$ cat config.mk
export PLATFORM = sky130hd
export DESIGN_NAME = acs_path_metric_unit
export DESIGN_NICKNAME = d
export VERILOG_FILES = /design/src/rtl/acs_path_metric_unit.sv
export SDC_FILE = /design/constraint.sdc
export NUM_CORES = 1
export LEC_CHECK = 0
export ABC_CLOCK_PERIOD_IN_PS = 21900
export CORE_ASPECT_RATIO = 1.25
export CORE_MARGIN = 4
export CORE_UTILIZATION = 50
export DETAILED_ROUTE_END_ITERATION = 7
export PLACE_DENSITY = 0.71
export RECOVER_POWER = 50
export SLEW_MARGIN = 20
export SYNTH_ARGS = -nofsm -noshare
export SYNTH_HDL_FRONTEND = slang
export SYNTH_SLANG_ARGS = --single-unit
$ cat constraint.sdc
create_clock -name i_clk -period 21.9 [get_ports i_clk]
set_clock_uncertainty 0.05 [all_clocks]
set_input_delay 3.285 -clock i_clk [delete_from_list [all_inputs] [get_ports i_clk]]
set_output_delay 3.285 -clock i_clk [all_outputs]
set_load 0.05 [all_outputs]
$ cat src/rtl/acs_path_metric_unit.sv
// Add-Compare-Select stage for the rate-1/2, K=3 (7,5) hard-decision Viterbi decoder.
// Keeps four renormalised path metrics, per-state survivor decisions and the best state.
module acs_path_metric_unit #(
   parameter int PM_W    = 6,
   parameter int PM_INIT = 4
) (
   input  logic            i_clk,
   input  logic            i_rst_n,
   input  logic            i_start,
   input  logic            i_valid,
   input  logic [1:0]      i_BM_0,
   input  logic [1:0]      i_BM_1,
   input  logic [1:0]      i_BM_2,
   input  logic [1:0]      i_BM_3,
   output logic            o_valid,
   output logic [3:0]      o_dec,
   output logic [PM_W-1:0] o_PM_0,
   output logic [PM_W-1:0] o_PM_1,
   output logic [PM_W-1:0] o_PM_2,
   output logic [PM_W-1:0] o_PM_3,
   output logic [1:0]      o_best_state
);

   // Handshake: there is no ready. Every cycle with i_valid=1 is consumed on that
   // edge; o_valid is high for exactly the one cycle after each consumed symbol.

   localparam logic [PM_W:0]   HALF = {2'b01, {(PM_W-1){1'b0}}};
   localparam logic [PM_W-1:0] INIT = PM_W'(PM_INIT);

   logic [PM_W-1:0] pm_q    [4];
   logic [PM_W-1:0] old_pm  [4];
   logic [PM_W:0]   cand0   [4];
   logic [PM_W:0]   cand1   [4];
   logic [PM_W:0]   sel     [4];
   logic [PM_W-1:0] new_pm  [4];
   logic [3:0]      dec_d;
   logic            all_high;
   logic [1:0]      best_d;
   logic [PM_W-1:0] best_val;
   logic [3:0]      dec_q;
   logic [1:0]      best_q;
   logic            valid_q;

   function automatic logic [PM_W:0] ext_add(input logic [PM_W-1:0] pm, input logic [1:0] bm);
      return {1'b0, pm} + {{(PM_W-1){1'b0}}, bm};
   endfunction

   always_comb begin
      for (int i = 0; i < 4; i++) begin
         old_pm[i] = pm_q[i];
         if (i_start) old_pm[i] = (i == 0) ? '0 : INIT;
      end

      // Predecessors of ns are {ns[0],0} and {ns[0],1}; the branch metric is the
      // codeword {u^s1^s0, u^s0} emitted on that transition.
      cand0[0] = ext_add(old_pm[0], i_BM_0);
      cand1[0] = ext_add(old_pm[1], i_BM_3);
      cand0[1] = ext_add(old_pm[2], i_BM_2);
      cand1[1] = ext_add(old_pm[3], i_BM_1);
      cand0[2] = ext_add(old_pm[0], i_BM_3);
      cand1[2] = ext_add(old_pm[1], i_BM_0);
      cand0[3] = ext_add(old_pm[2], i_BM_1);
      cand1[3] = ext_add(old_pm[3], i_BM_2);

      all_high = 1'b1;
      for (int i = 0; i < 4; i++) begin
         dec_d[i] = (cand1[i] < cand0[i]);
         sel[i]   = dec_d[i] ? cand1[i] : cand0[i];
         if (sel[i] < HALF) all_high = 1'b0;
      end

      for (int i = 0; i < 4; i++) begin
         new_pm[i] = all_high ? PM_W'(sel[i] - HALF) : sel[i][PM_W-1:0];
      end

      // Strict compare keeps the lowest index on ties.
      best_d   = 2'd0;
      best_val = new_pm[0];
      for (int i = 1; i < 4; i++) begin
         if (new_pm[i] < best_val) begin
            best_d   = 2'(i);
            best_val = new_pm[i];
         end
      end
   end

   always_ff @(posedge i_clk or negedge i_rst_n) begin
      if (!i_rst_n) begin
         pm_q[0] <= '0;
         pm_q[1] <= INIT;
         pm_q[2] <= INIT;
         pm_q[3] <= INIT;
         dec_q   <= '0;
         best_q  <= '0;
         valid_q <= 1'b0;
      end else if (i_valid) begin
         for (int i = 0; i < 4; i++) pm_q[i] <= new_pm[i];
         dec_q   <= dec_d;
         best_q  <= best_d;
         valid_q <= 1'b1;
      end else if (i_start) begin
         pm_q[0] <= '0;
         pm_q[1] <= INIT;
         pm_q[2] <= INIT;
         pm_q[3] <= INIT;
         dec_q   <= '0;
         best_q  <= '0;
         valid_q <= 1'b0;
      end else begin
         valid_q <= 1'b0;
      end
   end

   assign o_valid      = valid_q;
   assign o_dec        = dec_q;
   assign o_best_state = best_q;
   assign o_PM_0       = pm_q[0];
   assign o_PM_1       = pm_q[1];
   assign o_PM_2       = pm_q[2];
   assign o_PM_3       = pm_q[3];

endmodule

==> results.md, run 1 <==
- Outcome: finished with violations
- Failing checks: max-capacitance violations, max-slew violations
- Slew of the pin with the lowest slew margin: 2.10 ns
- Post-CTS sizing: 0
- Port bufs: 42
- Arrival @ worst endpoint: 12.74 ns
- Top cell type's share of synthesized area: 17.3%
- RePlAce Congestion: 0.970
- DRC: 0
- Flop pwr share: between 10% and 20%
- DR pass1 iterations: 5
- Syn Area/Cell: 7.63 um^2
- Static leakage: 0.00208 uW
- Startpoint types: input port
- Global route overflow: 0
- Worst min-delay path category: register to register
- Syn Nets: approximately 600
- Critical Path RT: ~22 ns
- Max-Cap Viols: 2
- Area Growth Syn to Fin: 13.4%
- Post-CTS Setup Inserts: 0
- Wire per inst: 18.4 um
- CTS Hold Bufs: 0
- Ys async rst share: 100%
- DP Cell Count: 643
- Initial antenna violation count: 0
- Cell Area, Synth: 4050 um^2
- Share of layout cells above drive strength 1: 5.04%
- Largest cells by area after synthesis: dfrtp_1 17%, ha_1 16%, a21oi_1 7.4%
- CP Class: input port to register
- Die area: 9600 um^2
- Design Area, Final: 4590 um^2
- Multi-input logic area: 3020 um^2
- # setup viols final: 0
- Synthesized instance count: 530
- Starting DRT DRC Count: 137
- Clock transition at path regs: roughly 0.08 ns
- Sw Ratio: 54.2%
- Clock Sinks: 31
- Vias in the first global route: 4106
- Die Ht: 109 um
- Final hold slack: 0.456 ns
- Top cell type by total area after synthesis: dfrtp_1
- Fill count: 742
- Clock power share: roughly 7.6%
- Number of vias per cell: 6.20
- YS warnings: 0
- Layout Nets: around 620
- Sw Pwr: 435 uW
- ANT nets after route: 0
- Global-route wire length before repair: 19700 um
- Most instantiated cells after synthesis: 60 x a21oi_1, 56 x nand2_1, 52 x ha_1
- Diodes inserted: 0
- Layout Cells excl Fill: 651
- Hpwl dp: 9210 um
- GR Util All Layers: 26.3%
- Post-synthesis cell type count: 64
- Peak supply drop: 0.0895 mV
- Crit-path max FO: 45
- CTS tree: done
- Clock buffer count from CTS: 5
- Tmin final: 12.54 ns
- Clk Latency, worst-skew pair: roughly 0.30 ns
- Sequential Area: 779 um^2
- RSZ-0062 raised after global routing: false
- Most common cell in the netlist: a21oi_1
- Pin count of the biggest net entering global routing: 46
- Ys flop type: dfrtp_1
- Rel. slew slack: -39.9%
- Post-DP Area: 4480 um^2
- Crit-path max cell delay: 0.56 ns
- Slew Limit Fails: 75
- Die X: 88.5 um
- Row cnt: 36
- Tcrit/Tclk final: ~57%
- Power Total: roughly 800 uW
- Internal power: 368 uW
- Root Driver: clkbuf_8
- Crit path max-delay cell type: clkinv_1
- Combinational share of power: 78.3%
- Number of enable flip-flop cells after synthesis: 0
- Initial Util: about half
- Pwr per Cell Area: 175 nW/um^2
- FF+latch count, synth: 31
- Clock buffer depth: 2
- Fmax: 79.7 MHz
- Core Box Area: 7840 um^2
- DR vias: slightly above 4000
- Setup TNS: 0 ns
- Ports: between 40 and 50
- Register area share after synthesis: 19.3%
- Worst setup EP type: register
- Routed WL: 12000 um
- Htree depth: 2
- Crit path top cell by count: a21oi_1
- Final hold violations: 0
## layout by cell type (no fill, tap or decap), drive strengths merged, types with 3 or more instances in the layout
master	Yosys	routed
nor2	44	44
or4	3	3
maj3	7	7
nand2b	7	7
a31oi	5	5
a211oi	6	6
nor3	8	8
or3	6	6
nand4	6	6
clkdlybuf4s50	0	27
dfrtp	28	28
o21ai	36	36
inv	30	30
or2	4	4
nand3	13	13
nor2b	11	11
xnor2	9	9
xor2	7	7
a22o	8	8
a21oi	61	61
o32ai	3	3
dlygate4sd3	0	15
clkbuf	17	7
mux2i	19	19
ha	52	52
o21a	7	7
a21o	17	17
o22ai	4	4
clkinv	1	3
nand2	56	56
and3	4	4
dfstp	3	3
o211ai	7	7
mux2	4	4
## power groups by stage
stage / clock network [uW] / registers, uW / logic [uW]
4_1_cts: 62.2 / 113 / 629
5_1_grt: 63.4 / 117 / 689
3_3_place_gp: 0 / 113 / 609
6_report: 60.9 / 113 / 629
3_5_place_dp: 0 / 113 / 622
2_1_floorplan: 0 / 164 / 424
## final cells by class
cell class	instances	share of cell area [%]
well taps	95	2.59
clock inverters	3	0.955
repair buffers	46	9.66
flip-flops and latches	31	17.0
multi-input cells	440	65.8
inverters	31	2.54
clock buffers	5	1.50
## per-layer routing
layer  GRT usage, %  wire length (um)  vias up
li1               -                 -     1985
met1           28.7              4720     1875
met2           48.2              6140      135
met3           3.51               524       41
met4           13.7               619        0
met5              0                 0        -
## sequential cells by signal, summed over array words and instances, names as in the netlist
name          flops
o_PM_0            6
o_PM_1            6
o_PM_2            6
o_PM_3            6
o_best_state      2
o_dec             4
o_valid           1
## stage by stage
step	util, %	setup slack [ns]
after global routing	58.5	8.59
after global placement	57.2	9.57
final	58.5	9.36
after detailed placement	57.2	9.13
after floorplan	-	10.61
after CTS	58.6	9.42
## path summary, 6_finish.rpt
kind                       startpoint         endpoint  slack [ns]  cells after the start
max                           i_start  o_best_state[0]        9.36                     39
min                          o_dec[0]         o_dec[0]        0.46                      1
max reg2reg                 o_PM_0[1]  o_best_state[0]       13.10                     32
min reg2reg                  o_dec[0]         o_dec[0]        0.46                      1
max in group asynchronous     i_rst_n        o_PM_1[3]       16.74                      2
min in group asynchronous     i_rst_n        o_PM_0[0]        3.99                      2
## logic make-up (layout without fill, tap and decap cells)
group	after synthesis	in the layout	synth area share, %
buf+inv	59	85	6.19
flops	31	31	19.3
fa+ha+maj	59	59	17.8
compound gates	173	173	27.5
xor+xnor	16	16	3.46
mux	23	23	6.00
simple gates	169	169	19.7
## critical path: cells and delay by family
kind | cells | cell delay (ns)
AOI/OAI and AO/OA | 19 | 4.53
and+or+nand+nor | 8 | 1.56
buffers and inverters | 5 | 1.54
adders and majority gates | 5 | 1.37
muxes | 1 | 0.27
xor gates and xnor gates | 1 | 0.16
Power figures use the tool's default switching activity.
==> run 2: changes to the inputs <==
--- a/config.mk
+++ b/config.mk
@@ -5,7 +5,7 @@
 export SDC_FILE = /design/constraint.sdc
 export NUM_CORES = 1
 export LEC_CHECK = 0
-export ABC_CLOCK_PERIOD_IN_PS = 21900
+export ABC_CLOCK_PERIOD_IN_PS = 12600
 export CORE_ASPECT_RATIO = 1.25
 export CORE_MARGIN = 4
 export CORE_UTILIZATION = 50
==> constraint.sdc (replaced) <==
create_clock -name i_clk -period 12.6 [get_ports i_clk]
set_clock_uncertainty 0.05 [all_clocks]
set_input_delay 1.89 -clock i_clk [delete_from_list [all_inputs] [get_ports i_clk]]
set_output_delay 1.89 -clock i_clk [all_outputs]
set_load 0.05 [all_outputs]
==> run 2 against run 1 <==
  * The flow still finishes with violations (max-capacitance violations, max-slew violations)
  * Via count fell by 0.50%
  * Count of clock-buffer cells in the layout increased by 1
  * Core utilization fell by 0.26 points
  * Critical path type unchanged
  * Largest cell class unchanged
  * Highest routed layer unchanged
==> results.md, run 2 (synthesis gave the netlist of run 1 again) <==
- Crit-path max FO: 39 (-13%)
- RePlAce Congestion: 0.961 (-0.91%)
- Post-CTS sizing: 0 (unchanged)
- Root Driver: clkbuf_8
- Worst min-delay path category: register to register
- Startpoint types: input port
- Die area: 9600 um^2 (unchanged)
- Global-route wire length before repair: 19600 um (-0.67%)
- Wire per inst: 18.5 um (+0.23%)
- Clock power share: 6.1% (-1.5 points)
- Critical path origin: i_start
- Htree depth: 2 (unchanged)
- Worst setup EP type: register
- DR pass1 iterations: 5 (unchanged)
- Buf/Inv on CP: 4 (-1)
- GR Util All Layers: 26.1% (-0.17 points)
- Fill count: 755 (+1.8%)
- Clk Latency, worst-skew pair: 0.29 ns (about the same)
- Hpwl dp: 9240 um (+0.30%)
- Combinational share of power: 79.6% (+1.3 points)
- Initial Util: 51.6% (unchanged)
- Layout Nets: 620 (+0.16%)
- Row cnt: 36 (unchanged)
- Static leakage: 0.00206 uW (-0.58%)
- Reg2reg end: o_best_state[1]
- Tcrit/Tclk final: 85.1%
- Worst path depth: 38 (-2.6%)
- # setup viols final: 0 (unchanged)
- Worst Hold Path Cells: 1 (unchanged)
- Share of layout cells above drive strength 1: 5.03% (-0.0090 points)
- Sw Pwr: 757 uW (+74%)
- Crit path max-delay cell type: clkdlybuf4s50_1
- Ports: 43 (unchanged)
- CP Class: input port to register
- Clock buffer count from CTS: 5 (unchanged)
- Slew Limit Fails: 75 (unchanged)
- Sequential Area: 779 um^2 (unchanged)
- CTS tree: done
- Fmax: 93.2 MHz
- Clock buffer depth: 2 (unchanged)
- Final hold violations: 0 (unchanged)
- Area Growth Syn to Fin: 12.9%
- Number of vias per cell: 6.16 (-0.65%)
- Post-DP Area: 4490 um^2 (+0.17%)
- DR vias: 4016 (-0.50%)
- Max-Cap Viols: 2 (unchanged)
- Rel. slew slack: -28.4% (+11 points)
- Crit-path max cell delay: 0.64 ns (+0.08 ns)
- Diodes inserted: 0 (unchanged)
- Design Area, Final: 4570 um^2 (-0.44%)
- Sw Ratio: 55.0% (+0.83 points)
- CTS Hold Bufs: 0 (unchanged)
- R2R depth: 34 (+6.3%)
- Slew of the pin with the lowest slew margin: 1.93 ns (-0.171 ns)
- Critical Path RT: 12.78 ns (-9.31 ns)
- Global route overflow: 0 (unchanged)
- RSZ-0062 raised after global routing: false
- Worst r2r src: o_PM_0[1]
- Clock Sinks: 31 (unchanged)
- Die Ht: 109 um (unchanged)
- Vias in the first global route: 3924 (-4.4%)
- Most common cell after layout, fill and taps aside: a21oi_1
- Starting DRT DRC Count: 167 (+22%)
- Final hold slack: 0.456 ns (-0.000161 ns)
- Pwr per Cell Area: 302 nW/um^2 (+72%)
- Failing checks: max-capacitance violations, max-slew violations
- Internal power: 620 uW (+68%)
- Clock transition at path regs: 0.08 ns (about the same)
- Pin count of the biggest net entering global routing: 43 (-6.5%)
- Tmin final: between 10 and 15 ns
- Multi-input logic area: 3020 um^2 (unchanged)
- Port bufs: 42 (unchanged)
- Outcome: finished with violations
- Peak supply drop: 0.164 mV (+84%)
- R2R Setup Slk: 3.61 ns (-9.49 ns)
- Setup TNS: 0 ns (unchanged)
- Cell family with most CP delay: compound AO/OA/AOI/OAI gates
- Arrival @ worst endpoint: 10.90 ns (-1.84 ns)
- Worst Setup EP: o_best_state[1]
- Most frequent cells in the layout: 60 x a21oi_1, 56 x nand2_1, 52 x ha_1, 44 x nor2_1, 35 x o21ai_0
- DRC: 0 (unchanged)
- Core Box Area: 7840 um^2 (unchanged)
- Routed WL: 12100 um (+0.38%)
- Flop pwr share: 14.4% (+0.3 points)
- ANT nets after route: 0 (unchanged)
- Die X: 88.5 um (unchanged)
- Post-CTS Setup Inserts: 0 (unchanged)
- Initial antenna violation count: 0 (unchanged)
==> run 2: cell types whose count changed in the layout (fill, tap and decap cells not counted) <==
cell	delta
buf_4	+1
bufinv_16	-1
clkbuf_1	+1
clkinv_4	-1
clkinvlp_4	+1
==> run 2: through the flow <==
stage	utilization, %	power [uW]	cells	worst slack (ns)
after global routing	58.3	1490	652	1.06
after detailed placement	57.3	1280	644	1.71
after global placement	57.3	1260	644	2.06
after floorplan	-	1020	530	2.70
after CTS	58.3	1380	652	1.97
final	58.3	1380	652	1.87
==> run 2: worst min-delay path by stage <==
stage	startpoint	endpoint
2_1_floorplan	o_dec[1]	o_dec[1]
3_3_place_gp	o_dec[3]	o_dec[3]
3_5_place_dp	o_dec[0]	o_dec[0]
4_1_cts	o_dec[3]	o_dec[3]
5_1_grt	o_dec[3]	o_dec[3]
6_report	o_dec[2]	o_dec[2]
==> run 2: metal layers <==
metal / vias up / part of all wire, % / track usage [%]
li1: 1986 / - / -
met1: 1874 / 41 / 30.9
met2: 128 / 51 / 47.3
met3: 28 / 3.8 / 1.91
met4: 0 / 3.5 / 11.7
met5: - / 0 / 0
==> run 2: layout make-up <==
cell class / instances / area share [%]
clock inverters: 2 / 0.274
inverters: 31 / 2.55
flip-flops and latches: 31 / 17.1
clock buffers: 6 / 1.59
repair buffers: 47 / 9.87
multi-input cells: 440 / 66.0
well taps: 95 / 2.60
==> run 2: worst register-to-register path, delay by kind of cell, from the launching register on <==
kind / cells / cell delay, ns
AO/OA/AOI/OAI: 20 / 5.74
adder cells (fa/ha/maj): 5 / 1.36
AND/OR/NAND/NOR: 5 / 0.78
flip-flops: 1 / 0.45
multiplexers: 1 / 0.24
buffers and inverters: 2 / 0.19
XOR/XNOR: 1 / 0.11
==> run 2: power by group through the flow <==
stage | Clock [uW] | Combinational (uW) | Sequential (uW)
detailed placement | 0 | 1080 | 198
finish | 83.3 | 1100 | 198
floorplan | 0 | 738 | 285
global route | 88.0 | 1200 | 203
CTS | 84.5 | 1090 | 197
global placement | 0 | 1060 | 199
==> run 3: changes to the inputs <==
--- a/config.mk
+++ b/config.mk
@@ -9,8 +9,10 @@
 export CORE_ASPECT_RATIO = 1.25
 export CORE_MARGIN = 4
 export CORE_UTILIZATION = 50
+export CTS_BUF_LIST = sky130_fd_sc_hd__clkbuf_8 sky130_fd_sc_hd__clkbuf_16
+export CTS_CLUSTER_DIAMETER = 120
 export DETAILED_ROUTE_END_ITERATION = 7
-export PLACE_DENSITY = 0.71
+export PLACE_DENSITY = 0.79
 export RECOVER_POWER = 50
 export SLEW_MARGIN = 20
 export SYNTH_ARGS = -nofsm -noshare
==> run 3 against run 2 <==
  * Design area increased by 0.27%
  * Core utilization grew 0.16 points
  * The run still ends with max-capacitance violations, max-slew violations left
  * Non-clock buffer count decreased by 2
  * Critical endpoint unchanged
  * Sequential power is essentially flat
  * Combinational power about the same
  * First-iteration DRC count is 4.8% lower
  * Register-to-register slack better by 0.22 ns
  * Worst hold slack about the same
  * Flip-flop and latch count did not move
  * Largest power group unchanged
  * Critical path depth grew 1
  * Setup slack worse by 0.69 ns
  * Fmax shrank 6.1%
==> results.md, run 3 (synthesis gave the netlist of run 1 again) <==
- Outcome: finished with violations
- Failing checks: max-capacitance violations, max-slew violations
- Startpoint types: input port
- Post-CTS sizing: 0 (unchanged)
- Die X: 88.5 um (unchanged)
- Tmin final: 11.42 ns (+0.692 ns)
- Final hold violations: 0 (unchanged)
- Root Driver: clkbuf_8
- Worst min-delay path category: register to register
- Clock Sinks: 31 (unchanged)
- Area Growth Syn to Fin: 13.2%
- Diodes inserted: 0 (unchanged)
- Rel. slew slack: -29.3% (-0.84 points)
- Peak supply drop: 0.159 mV (-3.4%)
- Clock buffer depth: 2 (unchanged)
- ANT nets after route: 0 (unchanged)
- Worst setup EP type: register
- Initial antenna violation count: 0 (unchanged)
- Static leakage: 0.00207 uW (+0.37%)
- Die Ht: 109 um (unchanged)
- Tcrit/Tclk final: 90.6% (+5.5 points)
- Layout Nets: 618 (-0.32%)
- CP Class: input port to register
- Row cnt: 36 (unchanged)
- CTS Hold Bufs: 0 (unchanged)
- Crit path top cell by count: a21oi_1
- Crit path max-delay cell type: clkdlybuf4s50_1
- Layout Utilization: 58.4% (+0.16 points)
- Clk Latency, worst-skew pair: 0.29 ns (about the same)
- RePlAce Congestion: 0.964 (+0.35%)
- Pwr per Cell Area: 305 nW/um^2 (+1.1%)
- Number of vias per cell: 6.24 (+1.3%)
- Ports: 43 (unchanged)
- Hpwl dp: 9430 um (+2.0%)
- Share of layout cells above drive strength 1: 4.86% (-0.16 points)
- CTS tree: done
- Critical Path RT: 12.77 ns (about the same)
- Htree depth: 2 (unchanged)
- DR vias: 4057 (+1.0%)
- # setup viols final: 0 (unchanged)
- Crit-path max cell delay: 1.01 ns (+0.37 ns)
- Fmax: 87.6 MHz (-6.1%)
- Max-Cap Viols: 2 (unchanged)
- Core Box Area: 7840 um^2 (unchanged)
- Clock transition at path regs: 0.07 ns (about the same)
- Global route overflow: 0 (unchanged)
- Routed WL: 12000 um (-0.61%)
- Port bufs: 42 (unchanged)
- Fill count: 750 (-0.66%)
- Post-CTS Setup Inserts: 0 (unchanged)
- Arrival @ worst endpoint: 11.59 ns (+0.69 ns)
- DRC: 0 (unchanged)
- Clock buffer count from CTS: 5 (unchanged)
- Setup TNS: 0 ns (unchanged)
- Pin count of the biggest net entering global routing: 43 (unchanged)
- Starting DRT DRC Count: 159 (-4.8%)
- Vias in the first global route: 3965 (+1.0%)
- Die area: 9600 um^2 (unchanged)
- Wire per inst: 18.4 um (-0.31%)
- Slew Limit Fails: 75 (unchanged)
- DR pass1 iterations: 5 (unchanged)
- Crit-path max FO: 20 (-49%)
- Most frequent cells in the layout: 60 x a21oi_1, 56 x nand2_1, 52 x ha_1, 44 x nor2_1, 35 x o21ai_0
- Slew of the pin with the lowest slew margin: 1.94 ns (+0.0126 ns)
- Most common cell after layout, fill and taps aside: a21oi_1
- RSZ-0062 raised after global routing: false
- Initial Util: 51.6% (unchanged)
- Global-route wire length before repair: 19800 um (+1.4%)
- GR Util All Layers: 26.5% (+0.40 points)
## run 3: path summary, 6_finish.rpt
path                            startpoint         endpoint  slack [ns]  cells past startpoint
worst max-delay path               i_start  o_best_state[1]        1.18                     39
worst min-delay path              o_dec[2]         o_dec[2]        0.46                      1
worst max register to register   o_PM_0[1]  o_best_state[1]        3.83                     33
worst min register to register    o_dec[2]         o_dec[2]        0.46                      1
max in group asynchronous          i_rst_n  o_best_state[1]        8.84                      2
min in group asynchronous          i_rst_n        o_PM_1[5]        2.57                      2
## run 3: layout make-up
| cell class | count | area [um^2] | area share, % |
|---|---|---|---|
| Timing Repair Buffer | 45 | 435 | 9.51 |
| Clock buffer | 5 | 68.8 | 1.50 |
| Sequential cell | 31 | 779 | 17.0 |
| Inverter | 31 | 116 | 2.54 |
| Multi-Input combinational cell | 440 | 3020 | 65.9 |
| Tap cell | 95 | 119 | 2.60 |
| Clock inverter | 3 | 43.8 | 0.957 |
## run 3: layer usage
layer	share of wire, %	track usage (%)
met2	52	47.5
met1	39	30.6
met4	4.5	12.2
met5	0	0
met3	4.9	3.66
## run 3: report_power, final
part | switching, uW | internal [uW] | leakage [uW]
Clock | 45.6 | 58.9 | 0.0000581
Sequential | 58.2 | 139 | 0.000383
Combinational | 656 | 439 | 0.00163
Total | 760 | 637 | 0.00207
## run 3: worst max-delay path: cells and delay by family
kind	cells	cell delay [ns]
buf+inv	4	1.81
compound gates	20	4.65
mux	1	0.25
simple gates	8	1.53
xor+xnor	1	0.16
fa+ha+maj	5	1.29
## run 3: through the flow
stage                     setup slack, ns  hold slack, ns  instance area, um^2  power, uW  instances
after detailed placement             1.05           0.431                 4470       1290        642
after CTS                            1.32           0.462                 4590       1400        650
after global placement               1.46           0.435                 4470       1250        642
after global routing                0.290           0.488                 4580       1530        650
after floorplan                      2.70           0.712                 4050       1020        530
final                                1.18           0.456                 4580       1400        650
